--- src/rtl/i2c_pkg.sv ---
// Shared types and constants for the passive I2C bus monitor.
package i2c_pkg;

   typedef enum logic [1:0] {
      MS_IDLE,
      MS_ADDR,
      MS_DATA
   } mon_state_t;

   localparam int I2C_BITS_PER_FRAME = 9;
   localparam int I2C_ADDR_W         = 7;

endpackage

--- src/rtl/i2c_sync_edge.sv ---
// Multi-stage synchronizer for one asynchronous bus line, plus a delay flop
// that yields single-cycle rise/fall strobes on the synchronized level.
module i2c_sync_edge #(
   parameter int SYNC_STAGES = 2
) (
   input  logic clk,
   input  logic rst,
   input  logic d_i,
   output logic level_o,
   output logic rise_o,
   output logic fall_o
);

   logic [SYNC_STAGES-1:0] sync_q;
   logic                   prev_q;

   // Flops preset high so an idle-high bus produces no edges after reset.
   always_ff @(posedge clk or posedge rst) begin
      if (rst) begin
         sync_q <= '1;
         prev_q <= 1'b1;
      end else begin
         sync_q <= {sync_q[SYNC_STAGES-2:0], d_i};
         prev_q <= sync_q[SYNC_STAGES-1];
      end
   end

   assign level_o = sync_q[SYNC_STAGES-1];
   assign rise_o  = level_o & ~prev_q;
   assign fall_o  = ~level_o & prev_q;

endmodule

--- src/rtl/i2c_bus_monitor.sv ---
// Passive I2C observer: decodes START/STOP, address and data bytes with their
// ACK bit, and hands each completed byte to a single-entry valid/ready stream.
module i2c_bus_monitor
   import i2c_pkg::*;
#(
   parameter int SYNC_STAGES = 2
) (
   input  logic       clk,
   input  logic       rst,
   input  logic       sda_in,
   input  logic       scl_in,
   output logic       bus_busy,
   output logic       start_pulse,
   output logic       rep_start,
   output logic       stop_pulse,
   output logic       frame_err,
   output logic       byte_valid,
   input  logic       byte_ready,
   output logic [7:0] byte_data,
   output logic       byte_is_addr,
   output logic       byte_ack,
   output logic [6:0] last_addr,
   output logic       last_rw,
   output logic       overflow,
   input  logic       overflow_clr
);

   localparam logic [3:0] LAST_BIT = 4'(I2C_BITS_PER_FRAME - 1);

   logic s_sda, sda_rise, sda_fall;
   logic s_scl, scl_rise, scl_fall;
   logic start_det, stop_det;

   mon_state_t            state_q, state_d;
   logic [3:0]            bit_cnt_q, bit_cnt_d;
   logic [7:0]            shift_q, shift_d;
   logic                  busy_q, busy_d;
   logic                  start_pulse_q, start_pulse_d;
   logic                  rep_start_q, rep_start_d;
   logic                  stop_pulse_q, stop_pulse_d;
   logic                  frame_err_q, frame_err_d;
   logic                  valid_q, valid_d;
   logic [7:0]            data_q, data_d;
   logic                  is_addr_q, is_addr_d;
   logic                  ack_q, ack_d;
   logic [I2C_ADDR_W-1:0] last_addr_q, last_addr_d;
   logic                  last_rw_q, last_rw_d;
   logic                  overflow_q, overflow_d;

   i2c_sync_edge #(.SYNC_STAGES(SYNC_STAGES)) u_sync_sda (
      .clk(clk), .rst(rst), .d_i(sda_in),
      .level_o(s_sda), .rise_o(sda_rise), .fall_o(sda_fall)
   );

   i2c_sync_edge #(.SYNC_STAGES(SYNC_STAGES)) u_sync_scl (
      .clk(clk), .rst(rst), .d_i(scl_in),
      .level_o(s_scl), .rise_o(scl_rise), .fall_o(scl_fall)
   );

   // SCL must be high in both this and the previous cycle; an SDA edge that
   // coincides with an SCL edge is ordinary data timing, not a condition.
   assign start_det = s_scl & ~scl_rise & ~scl_fall & sda_fall;
   assign stop_det  = s_scl & ~scl_rise & ~scl_fall & sda_rise;

   always_comb begin
      state_d       = state_q;
      bit_cnt_d     = bit_cnt_q;
      shift_d       = shift_q;
      busy_d        = busy_q;
      start_pulse_d = 1'b0;
      rep_start_d   = 1'b0;
      stop_pulse_d  = 1'b0;
      frame_err_d   = 1'b0;
      valid_d       = valid_q;
      data_d        = data_q;
      is_addr_d     = is_addr_q;
      ack_d         = ack_q;
      last_addr_d   = last_addr_q;
      last_rw_d     = last_rw_q;
      overflow_d    = overflow_q;

      if (valid_q && byte_ready) valid_d = 1'b0;
      if (overflow_clr) overflow_d = 1'b0;

      if (start_det) begin
         state_d       = MS_ADDR;
         bit_cnt_d     = '0;
         start_pulse_d = 1'b1;
         rep_start_d   = busy_q;
         busy_d        = 1'b1;
         frame_err_d   = (bit_cnt_q != '0);
      end else if (stop_det) begin
         state_d      = MS_IDLE;
         bit_cnt_d    = '0;
         stop_pulse_d = 1'b1;
         busy_d       = 1'b0;
         frame_err_d  = (bit_cnt_q != '0);
      end else if (scl_rise && state_q != MS_IDLE) begin
         if (bit_cnt_q == LAST_BIT) begin
            bit_cnt_d = '0;
            state_d   = MS_DATA;
            if (state_q == MS_ADDR) begin
               last_addr_d = shift_q[7:1];
               last_rw_d   = shift_q[0];
            end
            // Single holding register: a byte arriving while one is still
            // unaccepted is dropped and flagged instead of overwriting.
            if (!valid_q || byte_ready) begin
               valid_d   = 1'b1;
               data_d    = shift_q;
               is_addr_d = (state_q == MS_ADDR);
               ack_d     = ~s_sda;
            end else begin
               overflow_d = 1'b1;
            end
         end else begin
            shift_d   = {shift_q[6:0], s_sda};
            bit_cnt_d = bit_cnt_q + 4'd1;
         end
      end
   end

   always_ff @(posedge clk or posedge rst) begin
      if (rst) begin
         state_q       <= MS_IDLE;
         bit_cnt_q     <= '0;
         shift_q       <= '0;
         busy_q        <= 1'b0;
         start_pulse_q <= 1'b0;
         rep_start_q   <= 1'b0;
         stop_pulse_q  <= 1'b0;
         frame_err_q   <= 1'b0;
         valid_q       <= 1'b0;
         data_q        <= '0;
         is_addr_q     <= 1'b0;
         ack_q         <= 1'b0;
         last_addr_q   <= '0;
         last_rw_q     <= 1'b0;
         overflow_q    <= 1'b0;
      end else begin
         state_q       <= state_d;
         bit_cnt_q     <= bit_cnt_d;
         shift_q       <= shift_d;
         busy_q        <= busy_d;
         start_pulse_q <= start_pulse_d;
         rep_start_q   <= rep_start_d;
         stop_pulse_q  <= stop_pulse_d;
         frame_err_q   <= frame_err_d;
         valid_q       <= valid_d;
         data_q        <= data_d;
         is_addr_q     <= is_addr_d;
         ack_q         <= ack_d;
         last_addr_q   <= last_addr_d;
         last_rw_q     <= last_rw_d;
         overflow_q    <= overflow_d;
      end
   end

   assign bus_busy     = busy_q;
   assign start_pulse  = start_pulse_q;
   assign rep_start    = rep_start_q;
   assign stop_pulse   = stop_pulse_q;
   assign frame_err    = frame_err_q;
   assign byte_valid   = valid_q;
   assign byte_data    = data_q;
   assign byte_is_addr = is_addr_q;
   assign byte_ack     = ack_q;
   assign last_addr    = last_addr_q;
   assign last_rw      = last_rw_q;
   assign overflow     = overflow_q;

endmodule

--- config.mk ---
export PLATFORM = sky130hd
export DESIGN_NAME = i2c_bus_monitor
export DESIGN_NICKNAME = d
export VERILOG_FILES = /design/src/rtl/i2c_pkg.sv /design/src/rtl/i2c_sync_edge.sv /design/src/rtl/i2c_bus_monitor.sv
export SDC_FILE = /design/constraint.sdc
export NUM_CORES = 1
export LEC_CHECK = 0
export BUFFER_PORTS_ARGS = -buffer_cell sky130_fd_sc_hd__clkbuf_2
export CAP_MARGIN = 20
export CORE_MARGIN = 1.5
export CORE_UTILIZATION = 45
export DETAILED_ROUTE_END_ITERATION = 7
export PLACE_DENSITY = 0.79
export SLEW_MARGIN = 20
export SYNTH_ARGS = -nofsm -noshare
export SYNTH_HDL_FRONTEND = slang
export SYNTH_SLANG_ARGS = --single-unit
--- constraint.sdc ---
create_clock -name clk -period 1.66 [get_ports clk]
set_clock_uncertainty 0.1 [all_clocks]
set_input_delay 0.249 -clock clk [delete_from_list [all_inputs] [get_ports clk]]
set_output_delay 0.249 -clock clk [all_outputs]
set_load 0.005 [all_outputs]
# ---- Word-level counts from Yosys, hierarchy flattened
# Cells that the tools add are included.
dict set report word_totals {
  input_bits 6
  ff_bits 45
}
dict set report classes {
  n_eq_ne 2
  mux 28
  reduce_logical 13
  bitwise_logic 17
  add_sub_neg 1
}
# cell count
set ops {}
lappend ops {{$mux W1} 20}
lappend ops {{$mux W4} 4}
lappend ops {{$reduce_and A5 Y1} 2}
lappend ops {{$not A1 Y1} 9}
lappend ops {{$and A1 B1 Y1} 8}
lappend ops {{$mux W2} 4}
lappend ops {{$reduce_bool A3 Y1} 2}
lappend ops {{$add A4 B1 Y4 const B} 1}
lappend ops {{$eq A4 B4 Y1 const B} 1}
lappend ops {{$reduce_and A4 Y1} 1}
lappend ops {{$reduce_bool A2 Y1} 2}
lappend ops {{$reduce_bool A4 Y1} 1}
lappend ops {{$eq A2 B1 Y1 const B} 1}
lappend ops {{$logic_and A1 B1 Y1} 2}
lappend ops {{$reduce_and A2 Y1} 1}
lappend ops {{$logic_not A1 Y1} 1}
lappend ops {{$logic_or A1 B1 Y1} 1}

# ---- Logic depth before layout (Yosys ltp)
dict set report depth {
  word_depth 8
  depth_mapped 6
  mapped_depth_nobuf 5
}

# ---- Cells and area by module
# A second synthesis with hierarchy kept.
dict set report hier_totals {
  cells_unflattened 126
  hier_area_um2 1896.8
}
# mod cells_each area_per_inst_um2 n_inst
set modules_own_cells {}
lappend modules_own_cells {i2c_bus_monitor 114 1701.6 1}
lappend modules_own_cells {i2c_sync_edge 6 97.6 2}

# ---- Worst setup path after synthesis
# No wires, ideal clock.
dict set report synth_path {
  path_type {register to register}
  from {register bit_cnt_q[0]}
  to {register last_addr_q[0] (netlist: last_addr[0])}
  stages_incl_launch_ff 6
  t_required_ps 1435
  n_path_buf 0
  setup_ps 125
  synth_period_minus_slack_ps 1828
  slack_ps -168
  t_arrival_ps 1603
  cell_sequence {dfrtp_1 > inv_1 > ha_1 > nand3b_4 > nor4b_4 > mux2_2}
}
dict set report synth_via {
  elab_chain_len 2
}
# item line_no
set synth_rtl {}
lappend synth_rtl {{from (decl)} i2c_bus_monitor.sv:35} ;# logic [3:0] bit_cnt_q, bit_cnt_d;
lappend synth_rtl {{from (signal assigned)} i2c_bus_monitor.sv:142} ;# bit_cnt_q <= bit_cnt_d;
lappend synth_rtl {{$eq A4 B4 Y1} i2c_bus_monitor.sv:99} ;# if (bit_cnt_q == LAST_BIT) begin
lappend synth_rtl {{$reduce_and A5 Y1 (no source line)} n/a}
lappend synth_rtl {{to (signal assigned)} i2c_bus_monitor.sv:153} ;# last_addr_q <= last_addr_d;
lappend synth_rtl {{to (decl)} i2c_bus_monitor.sv:46} ;# logic [I2C_ADDR_W-1:0] last_addr_q, last_addr_d;
# No other way between the ends.
# A chain may end at the register's enable or synchronous reset.

# ---- Final worst setup path
dict set report layout_path {
  from {register bit_cnt_q[0]}
  to {register data_q[6] (netlist: byte_data[6])}
}
dict set report layout_via {
  elab_chain_len 2
}
# item line_no
set layout_rtl {}
lappend layout_rtl {{$eq A4 B4 Y1} i2c_bus_monitor.sv:99}
lappend layout_rtl {{$reduce_and A5 Y1 (no source line)} n/a}
lappend layout_rtl {{to (signal assigned)} i2c_bus_monitor.sv:150} ;# data_q <= data_d;
lappend layout_rtl {{to (decl)} i2c_bus_monitor.sv:43} ;# logic [7:0] data_q, data_d;
# No other way between the ends.

==> results_dict.tcl <==
set metrics [dict create \
    cp_num_buf_inv 2 \
    cp-endpoint "byte_data[6]" \
    fin_nets 196 \
    fillCellCount 268 \
    drv_slew 0 \
    crit_chain "inv_2 -> ha_4 -> nand3b_4 -> nor4b_4 -> buf_4 -> mux2_4" \
    drv_cap 0 \
    multi_input_comb_area_um2 752 \
    grt-ovfl-total 0 \
    critPathCaptureType "flip-flop" \
    firstDrtPassIters 4 \
    wl_per_cell_um 15.9 \
    ys_top_cells_by_count "dfrtp_1, mux2_2, inv_1" \
    synth_warnings 0 \
    syn2layout_area_growth_pct 39.0 \
    cpPeakStageDelay_ps 400 \
    antenna_found_initial 0 \
    period_needed_ps 1840 \
    dp_hpwl_mm 2.37 \
    cts_root_buf "clkbuf_8" \
    async_flop_share_pct 100 \
    grt_pass1_vias 1279 \
    startpoint "bit_cnt_q[0]" \
    fp.dieH_um 66.1 \
    max_slew_margin_pct 79.4 \
    via_per_inst 5.16 \
    pin_count 31 \
    ir_worst_vdd_v 0.000875 \
    holdWs_ps 44.4 \
    drive_gt1_share_pct 55.6 \
    ys_ff_latch 45 \
    r2r_start "bit_cnt_q[0]" \
    crit_arrival_ps 1920 \
    drt-initial-drc-count 38 \
    hold_violations 0 \
    yosys.area.top_type "dfrtp_1" \
    grt_pass1_wl_mm 6.12 \
    cp_slowest_cell "dfrtp_1" \
    critPathRequiredTime_ps 1740 \
    synth_cells 125 \
    core_mm2 0.00374 \
    grt_usage_pct 18.8 \
    place_area_mm2 0.00222 \
    r2r_end "byte_data[6]" \
    tightest_slew_ps 307 \
    clk_pin_slew_ps 80 \
    syn_area_mm2 0.00179 \
    power_density_mw_per_mm2 1040 \
    numCtsBuffers 5 \
    r2r_slack_ps -180 \
    synth_nets 133 \
    power.leakage_uw 0.00123 \
    antenna-diode-count 0 \
    fin_ws_ps -182 \
    yosysSeqAreaShare_pct 63.3 \
    rsz0062_at_grt "true" \
    instances_no_fill 237 \
    regArea_mm2 0.00113 \
    fin_area_mm2 0.00249 \
    synth_edf_count 0 \
    worstSetupPathType "flip-flop to flip-flop" \
    route.detailed.drc 0 \
    finalSetupTns_ps -4060 \
    path_delay_family "simple AND/OR/NAND/NOR gates" \
    postRouteAntennaNets 0 \
    netlist_top_cells_area "dfrtp_1, mux2_2, dfstp_2" \
    place_inst 221 \
    initial_core_util_pct 47.9 \
    cts_tree "done" \
    wirelength_mm 3.76 \
    cts_max_level 2 \
    dominantRegCellSynth "dfrtp_1" \
    crit_fanout 4 \
    vias 1222 \
    worstRegToRegCells 6 \
    worst-path-stages 6 \
    rows 22 \
    violations "setup timing" \
    gp_congestion 0.793 \
    cts.sinks 45 \
    hold_class "primary input to flip-flop" \
    cts_buffer_depth 2 \
    syn_area_per_cell_um2 14.3 \
    dieArea_mm2 0.00437 \
    grt_max_degree 46 \
    die-width_um 66.1 \
    io_buffers 30 \
    synth_top_cell_area_share_pct 54.5 \
    synth_most_common_cell "dfrtp_1" \
    setup_viol_count_final 26 \
    synth_cell_types 31 \
    fmax_mhz 543 \
    clkLatencyLatePin_ps 290 \
    status "finished, violations left" \
    fin_crit_sh_pct 111 \
    crit_path_start_kind "flip-flop" \
]
[cells in the final DEF, fill, tap and decap left out, types with 2 or more instances in the layout]
cell and n:
nor4b_4 2, o31ai_1 2, nor2b_1 2, buf_4 19, nand2_1 3, buf_6 4
clkbuf_8 5, nor2_1 4, inv_2 2, dfrtp_1 39, a21oi_1 4, buf_12 2
clkbuf_2 30, nand2b_1 4, dfstp_2 6, inv_1 5, dlygate4sd3_1 3, o21ai_0 5
mux2_4 25
[kinds of logic (layout without fill, tap and decap cells)]
family | after synthesis | after routing | synth area share [%]
AO/OA/AOI/OAI | 18 | 18 | 6.15
adder cells (fa/ha/maj) | 2 | 2 | 1.40
buffers and inverters | 10 | 74 | 2.37
flip-flops | 45 | 45 | 63.3
multiplexers | 26 | 26 | 16.3
AND/OR/NAND/NOR | 24 | 24 | 10.5
[worst min path at each step]
stage | from | end | slack, ps | depth (start not counted)
global placement | rst | bus_busy | 180 | 3
detailed placement | rst | bus_busy | 180 | 3
global route | overflow_clr | overflow | 30 | 2
floorplan | scl_in | u_sync_scl.sync_q[0] | 150 | 0
CTS | overflow_clr | overflow | 30 | 2
finish | overflow_clr | overflow | 40 | 2
[through the flow]
stage                     total power [uW]  worst slack [ps]  util, %
final                                 2580              -182     66.5
after global placement                1720             -70.7     59.2
after global routing                  2710              -249     66.5
after floorplan                       1580              -156        -
after CTS                             2590              -147     64.8
after detailed placement              1760              -170     59.2
[power breakdown]
group	internal, uW	switching, uW	total, uW
Clock	446	348	794
Sequential	1210	107	1320
Combinational	273	200	473
Total	1930	655	2580
[sequential cells by signal, summed over array words and instances, names as in the netlist]
signal and cells:
state_q 2, byte_is_addr 1, start_pulse 1, rep_start 1, overflow 1, frame_err 1, u_sync_scl.sync_q 2, stop_pulse 1
byte_data 8, u_sync_sda.sync_q 2, u_sync_scl.prev_q 1, byte_ack 1, bus_busy 1, bit_cnt_q 4, last_addr 7, byte_valid 1
last_rw 1, u_sync_sda.prev_q 1, shift_q 8
[layer usage]
layer | vias to the layer above | global-route usage, % | wire length [um]
met5 | - | 0 | 0
li1 | 558 | - | -
met1 | 632 | 24.8 | 1660
met2 | 27 | 30.6 | 1910
met4 | 0 | 5.87 | 45
met3 | 5 | 4.77 | 152
[final cells by class]
cell class / count / share of cell area (%)
clock inverters: 2 / 1.41
repair buffers: 58 / 16.4
multi-input cells: 70 / 30.2
well taps: 48 / 2.41
flip-flops and latches: 45 / 45.5
inverters: 8 / 1.21
clock buffers: 6 / 2.91
[timing repair]
item | CTS | global route
setup buffers | 2 | 2
endpoints found under the hold margin | 41 | 0
cloned | 1 | 0
resized for setup | 14 | 14
endpoints found under the setup margin | 27 | 27
hold buffers | 3 | 0
pin swaps | 2 | 4
(Power assumes the default switching activity.)
